==> src/rtl/obj_pkg.sv <==
// Shared types for object_storage_scheduler: sweep FSM states, lane count and
// the per-group sideband carried through the read-latency alignment pipeline.
package obj_pkg;

    localparam int OBJ_LANES  = 4;
    // Wide enough for any practical OBJ_ADDR_WIDTH+1; narrower bases zero-extend.
    localparam int OBJ_BASE_W = 16;

    typedef enum logic [1:0] {
        IDLE,
        ISSUE,
        DRAIN
    } sweep_state_t;

    typedef struct packed {
        logic [OBJ_LANES-1:0]  mask;
        logic [OBJ_BASE_W-1:0] base;
    } obj_group_t;

endpackage

==> src/rtl/obj_write_arbiter.sv <==
// Two-requester arbiter for the single object_storage write port, plus the write
// register stage. OBJ_WRITE_RR_EN selects round-robin instead of physics priority.
module obj_write_arbiter #(
    parameter int OBJ_ADDR_WIDTH = 8,
    parameter int OBJ_WIDTH      = 32
) (
    input  logic                      clk_in,
    input  logic                      rst_n_in,
    input  logic                      sweep_busy_in,
    input  logic                      phys_wr_req_in,
    input  logic [OBJ_ADDR_WIDTH-1:0] phys_wr_addr_in,
    input  logic [OBJ_WIDTH-1:0]      phys_wr_obj_in,
    output logic                      phys_wr_gnt_out,
    input  logic                      cam_wr_req_in,
    input  logic [OBJ_ADDR_WIDTH-1:0] cam_wr_addr_in,
    input  logic [OBJ_WIDTH-1:0]      cam_wr_obj_in,
    output logic                      cam_wr_gnt_out,
    output logic                      wr_valid_out,
    output logic [OBJ_ADDR_WIDTH-1:0] wr_addr_out,
    output logic [OBJ_WIDTH-1:0]      wr_obj_out
);

    logic w_cam_elig;
    logic w_phys_gnt;
    logic w_cam_gnt;

`ifdef OBJ_WRITE_RR_EN
    logic r_last_cam;

    // Camera never competes during a sweep, so object creation cannot tear a sweep.
    always_comb begin
        w_cam_elig = cam_wr_req_in & ~sweep_busy_in;
        w_phys_gnt = phys_wr_req_in & (~w_cam_elig | r_last_cam);
        w_cam_gnt  = w_cam_elig & (~phys_wr_req_in | ~r_last_cam);
    end

    always_ff @(posedge clk_in or negedge rst_n_in) begin
        if (!rst_n_in) begin
            r_last_cam <= 1'b1;
        end else if (w_phys_gnt) begin
            r_last_cam <= 1'b0;
        end else if (w_cam_gnt) begin
            r_last_cam <= 1'b1;
        end
    end
`else
    always_comb begin
        w_cam_elig = cam_wr_req_in & ~sweep_busy_in;
        w_phys_gnt = phys_wr_req_in;
        w_cam_gnt  = w_cam_elig & ~phys_wr_req_in;
    end
`endif

    always_comb begin
        phys_wr_gnt_out = w_phys_gnt;
        cam_wr_gnt_out  = w_cam_gnt;
    end

    always_ff @(posedge clk_in or negedge rst_n_in) begin
        if (!rst_n_in) begin
            wr_valid_out <= 1'b0;
            wr_addr_out  <= '0;
            wr_obj_out   <= '0;
        end else begin
            wr_valid_out <= w_phys_gnt | w_cam_gnt;
            if (w_phys_gnt) begin
                wr_addr_out <= phys_wr_addr_in;
                wr_obj_out  <= phys_wr_obj_in;
            end else if (w_cam_gnt) begin
                wr_addr_out <= cam_wr_addr_in;
                wr_obj_out  <= cam_wr_obj_in;
            end else begin
                wr_addr_out <= '0;
                wr_obj_out  <= '0;
            end
        end
    end

endmodule

==> src/rtl/object_storage_scheduler.sv <==
// Sweeps the object table four lanes per cycle with read-latency alignment and
// arbitrates the storage write port (OBJ_WRITE_RR_EN selects round-robin writes).
`ifndef OBJ_COUNT
`define OBJ_COUNT 16
`endif
`ifndef OBJ_ADDR_WIDTH
`define OBJ_ADDR_WIDTH 8
`endif
`ifndef OBJ_WIDTH
`define OBJ_WIDTH 32
`endif

module object_storage_scheduler
    import obj_pkg::*;
#(
    parameter int OBJ_COUNT      = `OBJ_COUNT,
    parameter int OBJ_ADDR_WIDTH = `OBJ_ADDR_WIDTH,
    parameter int OBJ_WIDTH      = `OBJ_WIDTH,
    parameter int READ_LATENCY   = 2
) (
    input  logic                      clk_in,
    input  logic                      rst_n_in,
    input  logic                      sweep_start_in,
    output logic                      sweep_busy_out,
    output logic                      sweep_done_out,
    output logic                      rd_valid_out,
    output logic [OBJ_ADDR_WIDTH-1:0] rd_addrs_out [OBJ_LANES-1:0],
    input  logic [OBJ_WIDTH-1:0]      rd_objects_in [OBJ_LANES-1:0],
    output logic                      obj_valid_out,
    output logic [OBJ_WIDTH-1:0]      obj_data_out [OBJ_LANES-1:0],
    output logic [OBJ_LANES-1:0]      obj_mask_out,
    output logic [OBJ_ADDR_WIDTH-1:0] obj_base_addr_out,
    input  logic                      phys_wr_req_in,
    input  logic [OBJ_ADDR_WIDTH-1:0] phys_wr_addr_in,
    input  logic [OBJ_WIDTH-1:0]      phys_wr_obj_in,
    output logic                      phys_wr_gnt_out,
    input  logic                      cam_wr_req_in,
    input  logic [OBJ_ADDR_WIDTH-1:0] cam_wr_addr_in,
    input  logic [OBJ_WIDTH-1:0]      cam_wr_obj_in,
    output logic                      cam_wr_gnt_out,
    output logic                      wr_valid_out,
    output logic [OBJ_ADDR_WIDTH-1:0] wr_addr_out,
    output logic [OBJ_WIDTH-1:0]      wr_obj_out
);

    localparam int AW      = OBJ_ADDR_WIDTH;
    localparam int DRAIN_W = (READ_LATENCY > 1) ? $clog2(READ_LATENCY) : 1;
    // One extra address bit so base+4 past the table end cannot wrap.
    localparam logic [AW:0] TABLE_END = (AW+1)'(OBJ_COUNT);
    localparam logic [AW:0] STEP      = (AW+1)'(OBJ_LANES);

    sweep_state_t            r_state;
    sweep_state_t            w_state_next;
    logic [AW:0]             r_base;
    logic [DRAIN_W-1:0]      r_drain_cnt;
    logic [READ_LATENCY-1:0] r_pipe_vld;
    obj_group_t              r_pipe_grp [READ_LATENCY];

    logic                    w_issue;
    logic                    w_busy;
    logic [OBJ_LANES-1:0]    w_mask;
    logic [AW:0]             w_lane [OBJ_LANES];
    logic                    w_out_vld;
    obj_group_t              w_out_grp;

    always_ff @(posedge clk_in or negedge rst_n_in) begin
        if (!rst_n_in) begin
            r_state <= IDLE;
        end else begin
            r_state <= w_state_next;
        end
    end

    always_comb begin
        w_state_next = r_state;
        case (r_state)
            IDLE:    if (sweep_start_in) w_state_next = ISSUE;
            ISSUE:   if (r_base + STEP >= TABLE_END) w_state_next = DRAIN;
            DRAIN:   if (r_drain_cnt == DRAIN_W'(READ_LATENCY - 1)) w_state_next = IDLE;
            default: w_state_next = IDLE;
        endcase
    end

    always_comb begin
        w_issue        = (r_state == ISSUE);
        w_busy         = (r_state != IDLE);
        rd_valid_out   = w_issue;
        sweep_busy_out = w_busy;
        for (int unsigned i = 0; i < OBJ_LANES; i++) begin
            w_lane[i]       = r_base + (AW+1)'(i);
            w_mask[i]       = 1'b0;
            rd_addrs_out[i] = '0;
            if (w_issue && (w_lane[i] < TABLE_END)) begin
                w_mask[i]       = 1'b1;
                rd_addrs_out[i] = w_lane[i][AW-1:0];
            end
        end
    end

    always_ff @(posedge clk_in or negedge rst_n_in) begin
        if (!rst_n_in) begin
            r_base      <= '0;
            r_drain_cnt <= '0;
        end else begin
            r_base      <= w_issue ? r_base + STEP : '0;
            r_drain_cnt <= (r_state == DRAIN) ? r_drain_cnt + DRAIN_W'(1) : '0;
        end
    end

    // Sideband travels alongside the BRAM read so it lines up with rd_objects_in.
    always_ff @(posedge clk_in or negedge rst_n_in) begin
        if (!rst_n_in) begin
            r_pipe_vld <= '0;
            for (int unsigned i = 0; i < READ_LATENCY; i++) begin
                r_pipe_grp[i] <= '0;
            end
        end else begin
            r_pipe_vld[0]      <= w_issue;
            r_pipe_grp[0].mask <= w_mask;
            r_pipe_grp[0].base <= OBJ_BASE_W'(r_base);
            for (int unsigned i = 1; i < READ_LATENCY; i++) begin
                r_pipe_vld[i] <= r_pipe_vld[i-1];
                r_pipe_grp[i] <= r_pipe_grp[i-1];
            end
        end
    end

    always_comb begin
        w_out_vld         = r_pipe_vld[READ_LATENCY-1];
        w_out_grp         = r_pipe_grp[READ_LATENCY-1];
        obj_valid_out     = w_out_vld;
        obj_mask_out      = '0;
        obj_base_addr_out = '0;
        sweep_done_out    = 1'b0;
        for (int unsigned i = 0; i < OBJ_LANES; i++) begin
            obj_data_out[i] = '0;
        end
        if (w_out_vld) begin
            obj_mask_out      = w_out_grp.mask;
            obj_base_addr_out = w_out_grp.base[AW-1:0];
            sweep_done_out    = (w_out_grp.base + OBJ_BASE_W'(OBJ_LANES)) >= OBJ_BASE_W'(OBJ_COUNT);
            for (int unsigned i = 0; i < OBJ_LANES; i++) begin
                obj_data_out[i] = rd_objects_in[i];
            end
        end
    end

    obj_write_arbiter #(
        .OBJ_ADDR_WIDTH (OBJ_ADDR_WIDTH),
        .OBJ_WIDTH      (OBJ_WIDTH)
    ) u_wr_arb (
        .clk_in          (clk_in),
        .rst_n_in        (rst_n_in),
        .sweep_busy_in   (w_busy),
        .phys_wr_req_in  (phys_wr_req_in),
        .phys_wr_addr_in (phys_wr_addr_in),
        .phys_wr_obj_in  (phys_wr_obj_in),
        .phys_wr_gnt_out (phys_wr_gnt_out),
        .cam_wr_req_in   (cam_wr_req_in),
        .cam_wr_addr_in  (cam_wr_addr_in),
        .cam_wr_obj_in   (cam_wr_obj_in),
        .cam_wr_gnt_out  (cam_wr_gnt_out),
        .wr_valid_out    (wr_valid_out),
        .wr_addr_out     (wr_addr_out),
        .wr_obj_out      (wr_obj_out)
    );

endmodule

==> config.mk <==
export PLATFORM = sky130hd
export DESIGN_NAME = object_storage_scheduler
export DESIGN_NICKNAME = d
export VERILOG_FILES = /design/src/rtl/obj_pkg.sv /design/src/rtl/obj_write_arbiter.sv /design/src/rtl/object_storage_scheduler.sv
export SDC_FILE = /design/constraint.sdc
export NUM_CORES = 1
export LEC_CHECK = 0
export BUFFER_PORTS_ARGS = -buffer_cell sky130_fd_sc_hd__buf_2
export CAP_MARGIN = 20
export CELL_PAD_IN_SITES_DETAIL_PLACEMENT = 1
export CELL_PAD_IN_SITES_GLOBAL_PLACEMENT = 2
export CORE_AREA = 5 5 165 167
export DETAILED_ROUTE_END_ITERATION = 10
export DIE_AREA = 0 0 170 172
export PLACE_DENSITY_LB_ADDON = 0.12
export SLEW_MARGIN = 40
export SYNTH_ARGS = -nofsm -noshare
export SYNTH_HDL_FRONTEND = slang
export SYNTH_SLANG_ARGS = --single-unit
==> constraint.sdc <==
create_clock -name clk_in -period 1.88 [get_ports clk_in]
set_clock_uncertainty 0.1 [all_clocks]
set_input_delay 0.376 -clock clk_in [delete_from_list [all_inputs] [get_ports clk_in]]
set_output_delay 0.376 -clock clk_in [all_outputs]
set_load 0.02 [all_outputs]
* Yosys cells after proc, flatten, opt, wreduce, memory -nomap -nowiden
Cells that the tools add are included.
Widths: inputs -> output; s select.
** Storage, ports and cells
- Bits in registers :: 81
- Latch bits :: 0
- Memory bits (writable) :: 0
- Bits in read-only memories :: 0
- Input port bits :: 213
- Output and inout port bits :: 219
- Logic and storage cells :: 62
- Memories :: 0
** Operators by class
- $add $sub $neg :: 6
- Multipliers :: 0
- Div/mod/pow operators :: 0
- Magnitude comparators :: 6
- Eq/ne operators :: 5
- Shift operators :: 0
- Mux-type cells :: 22
- Bitwise operators :: 5
- Reductions and logical operators :: 7
** Operators by type and width (number)
- $mux 128 :: 1
- $mux 32 :: 2
- $mux 8 :: 7
- $lt 9x5->1 const B :: 4
- $add 9x2->9 const B :: 2
- $add 9x3->10 const B :: 1
- $ge 10x5->1 const B :: 1
- $add 9x1->9 const B :: 1
- $add 9x3->9 const B :: 1
- $ge 9x5->1 const B :: 1
- $mux 9 :: 1
- $mux 1 :: 6
- $mux 2 :: 3
- $pmux 2 s3 :: 1
- $logic_and 1x1->1 :: 4
- $mux 4 :: 1
- $ne 2x2->1 const B :: 2
- $reduce_and 3->1 :: 1
- $and 1x1->1 :: 2
- $eq 2x1->1 const B :: 1
- $eq 2x2->1 const B :: 1
- $logic_not 2->1 :: 1
- $ne 2x1->1 const B :: 1
- $not 1->1 :: 2
- other kinds (3) :: 3

* Depth between registers and ports, before layout
- Depth after elaboration :: 6
- Gate-level depth with buffers :: 5
- Gate-level depth less buffers :: 5

* Modules after synthesis
Synthesis repeated with hierarchy kept, for this count alone.
** Unflattened totals
- Cell total of the unflattened synthesis :: 447
- Area, all modules :: 4164.0 um^2
** By module, submodules not included
- object_storage_scheduler :: instances 1, cells an instance 269, area an instance 2324.7 um^2, sequential area each 850.8 um^2
- obj_write_arbiter :: instances 1, cells an instance 178, area an instance 1839.3 um^2, sequential area each 1026.0 um^2

* Least setup slack after synthesis
No wires, ideal clock.
- Path kind :: reg2out
- Start :: reg r_state[1]
- End :: out rd_addrs_out[17] (netlist name)
- Arrival :: 1.510 ns
- Data required time :: 1.404 ns
- Slack :: -0.106 ns
- Cell stages (with the launch flop) :: 5
- Path buffers :: 0
- Cell sequence :: dfrtp_1 -> nand2b_1 -> inv_2 -> nand2_2 -> nor4_1
** RTL lines
- from (decl) :: RTL line object_storage_scheduler.sv:52 : sweep_state_t r_state;
- from (signal assigned) :: RTL line object_storage_scheduler.sv:70 : r_state <= w_state_next;
- to (decl) :: RTL line object_storage_scheduler.sv:27 : output logic [OBJ_ADDR_WIDTH-1:0] rd_addrs_out [OBJ_LANES-1:0],

==> summary.md <==
## Cells and area
* **Layout Cell Area excl Fill** 0.00841 mm²
* **multi-input gate area in the final layout** 0.00207 mm²
* **Seq. cell area** 0.00188 mm²
* **final core utilization** 0.328
* **number of non-filler instances in the completed layout** 1158
* **NumNets Final** 1022
* **layout-stage area growth over the synthesis result** 123%
* **fraction of layout instances using a drive strength above 1** 0.772
* **filler instances** 2927

## Logic synthesis
* **fraction of the yosys area taken by sequential cells** 0.498
* **flip-flop and latch count after synthesis** 75
* **mean post-synth cell area** 10.4 µm²
* **cell count after synthesis** 364
* **number of warnings printed during yosys synthesis** 0
* **Netlist cell types** 29
* **Cell Area, Synth** 0.00377 mm²

## Clocking
* **CTS max path bufs** 2
* **level count of the clock H-tree** 3
* **TritonCTS clock tree** done
* **Worst-Skew Late Latency** 330 ps
* **Num CTS Buffers** 9
* **number of clock sinks** 75
* **Clock transition at path regs** 60 ps
* **cell at the root of the clock tree** sky130_fd_sc_hd__clkbuf_16

## Timing
* **Worst Slack Setup Final** -163 ps
* **clock period minus worst slack** 2040 ps
* **tightest hold margin** 160 ps
* **final setup vio count** 121
* **Max Clock Freq** 489 MHz
* **number of hold violations in the final report** 0
* **Final period util** 1.09
* **setup repair after global routing missed its margin** yes
* **Max Transition Viols Final** 0

## Placed design
* **number of I/O port buffers** 409
* **placer congestion estimate** 0.938
* **Detailed Place HPWL** 18700 µm
* **worst setup slack before clock tree synthesis** 14.3 ps
* **placed insts** 1094
* **standard cell area after detailed placement** 0.00619 mm²

## Detailed routing
* **number of DRC violations after detailed routing** 0
* **number of antenna-violating nets in the routed design** 0
* **detailed-route wire length per cell** 20.6 µm
* **total number of vias** 4430
* **ratio of routed vias to standard cells** 3.83
* **routed wire length** 23900 µm
* **number of DRC violations after detailed-routing iteration 0** 93
* **TritonRoute pass-1 iters** 4

## Power and ir drop
* **worst ir drop on vdd** 0.000658 V
* **power per cell area** 1480 mW/mm²
* **leakage component of the power** 4.46 nW

## Setup path
* **data required time of the critical path** 1400 ps
* **standard cell with the maximum stage delay on the critical path** sky130_fd_sc_hd__dfrtp_1
* **Worst setup SP type** flip-flop
* **CP max FO** 4
* **startpoint-to-endpoint class of the critical path** flip-flop to output pin
* **setup slack on the worst flop-to-flop path** 230 ps
* **number of cells on the worst reg-to-reg path** 5
* **Worst R2R End** r_state[0]$_DFFE_PN0P_
* **launching point of the worst reg2reg path** r_base[2]$_DFF_PN0_
* **crit-path max cell delay** 380 ps
* **cell chain of the critical path** nand2b_4, inv_4, nand2_4, nor4_4, buf_2, and2_4, buf_6
* **endpoint arrival time on the critical path** 1570 ps
* **gate family responsible for the most delay along the worst path** simple AND/OR/NAND/NOR gates
* **endpoint kind of the worst setup timing path** output pin
* **Bufs and invs on worst path** 3

## Floorplan
* **Rows** 59
* **number of top-level pins** 432
* **Core Footprint** 0.0256 mm²
* **floorplan die area** 0.0292 mm²
* **Initial Utilization** 0.147
* **overall die width** 170 µm
* **Die Ht** 172 µm

## Global route
* **first-pass GRT wire length** 29200 µm
* **via count of the first global-routing pass** 4523
* **initial antenna violation count** 11
* **Remaining Overflow, GRT** 0
* **maximum number of pins on one net before global-route repair** 42
* **global routing usage summed across all routing layers** 0.135

## Worst hold path
* **endpoint with the worst hold slack** u_wr_arb.wr_addr_out[5]$_DFF_PN0_
* **Worst Hold Path Cells** 2
* **class of the most critical hold timing path** primary input to flip-flop
* **hold path startpoint** cam_wr_addr_in[5]

## Run
* **max-cap viol count** 0

## Run status
* **result of the run** finished, violations left
* **failing checks** setup timing

-- worst reg2reg max path: stages (launching register included) --
cell	delay, ps
sky130_fd_sc_hd__dfrtp_1	370
sky130_fd_sc_hd__ha_1	260
sky130_fd_sc_hd__and2_1	180
sky130_fd_sc_hd__a21o_1	170
sky130_fd_sc_hd__a22o_1	190
sky130_fd_sc_hd__a32o_2	260
-- through the flow --
step | total power, mW | setup TNS [ps]
2_1_floorplan | 5.11 | -319
3_3_place_gp | 7.12 | 0
3_5_place_dp | 7.14 | 0
4_1_cts | 9.57 | -3390
5_1_grt | 13.1 | -13050
6_report | 12.5 | -4160
-- logic make-up (layout without fill, tap and decap cells) --
| logic type | after synthesis | count (layout) | synth area share |
|---|---|---|---|
| xor+xnor | 3 | 3 | 0.00697 |
| flops | 75 | 75 | 0.498 |
| fa+ha+maj | 2 | 2 | 0.00664 |
| other cells | 1 | 33 | 0.000995 |
| compound gates | 50 | 50 | 0.113 |
| simple gates | 179 | 179 | 0.295 |
| buf+inv | 54 | 481 | 0.0797 |
-- timing repair --
action	in CTS	in global routing
endpoints found under the hold margin	29	0
endpoints found under the setup margin	141	134
gates resized for setup	41	417
gates cloned	3	20
buffers inserted	9	5
pin swaps	6	2
hold buffers	1	0
-- routing by layer --
| layer | GRT usage | vias up | routed length, µm | share of wire |
|---|---|---|---|---|
| li1 | - | 2057 | - | - |
| met1 | 0.130 | 2134 | 7720 | 0.32 |
| met2 | 0.261 | 211 | 13900 | 0.58 |
| met3 | 0.0485 | 26 | 1760 | 0.074 |
| met4 | 0.0521 | 2 | 568 | 0.024 |
| met5 | 0 | - | 8 | 0.00033 |
-- area by class of cell --
cell class	instances	area share
antenna	11	0.00327
clock buffer	10	0.0272
clock inverter	6	0.00774
inverter	3	0.00164
multi-input combinational	256	0.246
sequential	75	0.224
tap	335	0.0499
timing repair buffer	462	0.441
-- Yosys cell counts (all sizes together) --
| cell type | n | area (µm²) |
|---|---|---|
| and2 | 148 | 926 |
| dfrtp | 75 | 1880 |
| a22o | 41 | 359 |
| buf | 30 | 210 |
| clkbuf | 21 | 78.8 |
| nor2 | 10 | 37.5 |
| nor4 | 9 | 77.6 |
| nand2 | 4 | 20.0 |
| o21a | 4 | 30.0 |
| inv | 3 | 11.3 |
| nand3 | 3 | 20.0 |
| ha | 2 | 25.0 |
| nand2b | 2 | 12.5 |
| nor3 | 2 | 10.0 |
| xor2 | 2 | 17.5 |
| a21boi | 1 | 7.51 |
| a21o | 1 | 7.51 |
| a21oi | 1 | 5.00 |
| a31oi | 1 | 6.26 |
| a32o | 1 | 11.3 |
| conb | 1 | 3.75 |
| nor3b | 1 | 7.51 |
| xnor2 | 1 | 8.76 |
-- sequential cells by signal, indices dropped and copies added (netlist names) --
signal                 count
r_pipe_vld                 2
u_wr_arb.wr_valid_out      1
r_pipe_grp                22
r_base                     7
u_wr_arb.wr_obj_out       32
r_state                    2
r_drain_cnt                1
u_wr_arb.wr_addr_out       8
-- report_power, final --
part | total (mW) | internal (mW) | switching (mW) | leakage, nW
registers | 2.09 | 1.93 | 0.163 | 0.957
clock network | 1.72 | 1.03 | 0.686 | 0.143
logic | 8.65 | 4.64 | 4.01 | 3.36
-- placed cells by master (no fill, tap or decap), drive strengths merged, types with 2 or more instances in the layout --
cell type	n
buf	447
and2	148
dfrtp	75
a22o	41
clkbuf	24
conb	22
diode	11
nor2	10
nor4	9
o21a	4
nand2	4
inv	4
nand3	3
clkinv	3
nor3	2
xor2	2
ha	2
nand2b	2
-- worst max path at each step --
stage | startpoint | endpoint | cells past startpoint
floorplan | r_state[1]$_DFFE_PN0P_ | rd_addrs_out[17] | 4
global placement | r_state[1]$_DFFE_PN0P_ | rd_addrs_out[10] | 6
detailed placement | r_base[5]$_DFF_PN0_ | rd_addrs_out[26] | 5
CTS | r_state[1]$_DFFE_PN0P_ | rd_addrs_out[18] | 7
global route | r_state[1]$_DFFE_PN0P_ | rd_addrs_out[25] | 7
finish | r_state[1]$_DFFE_PN0P_ | rd_addrs_out[10] | 7
No activity file was read; power rests on OpenSTA's default activity.
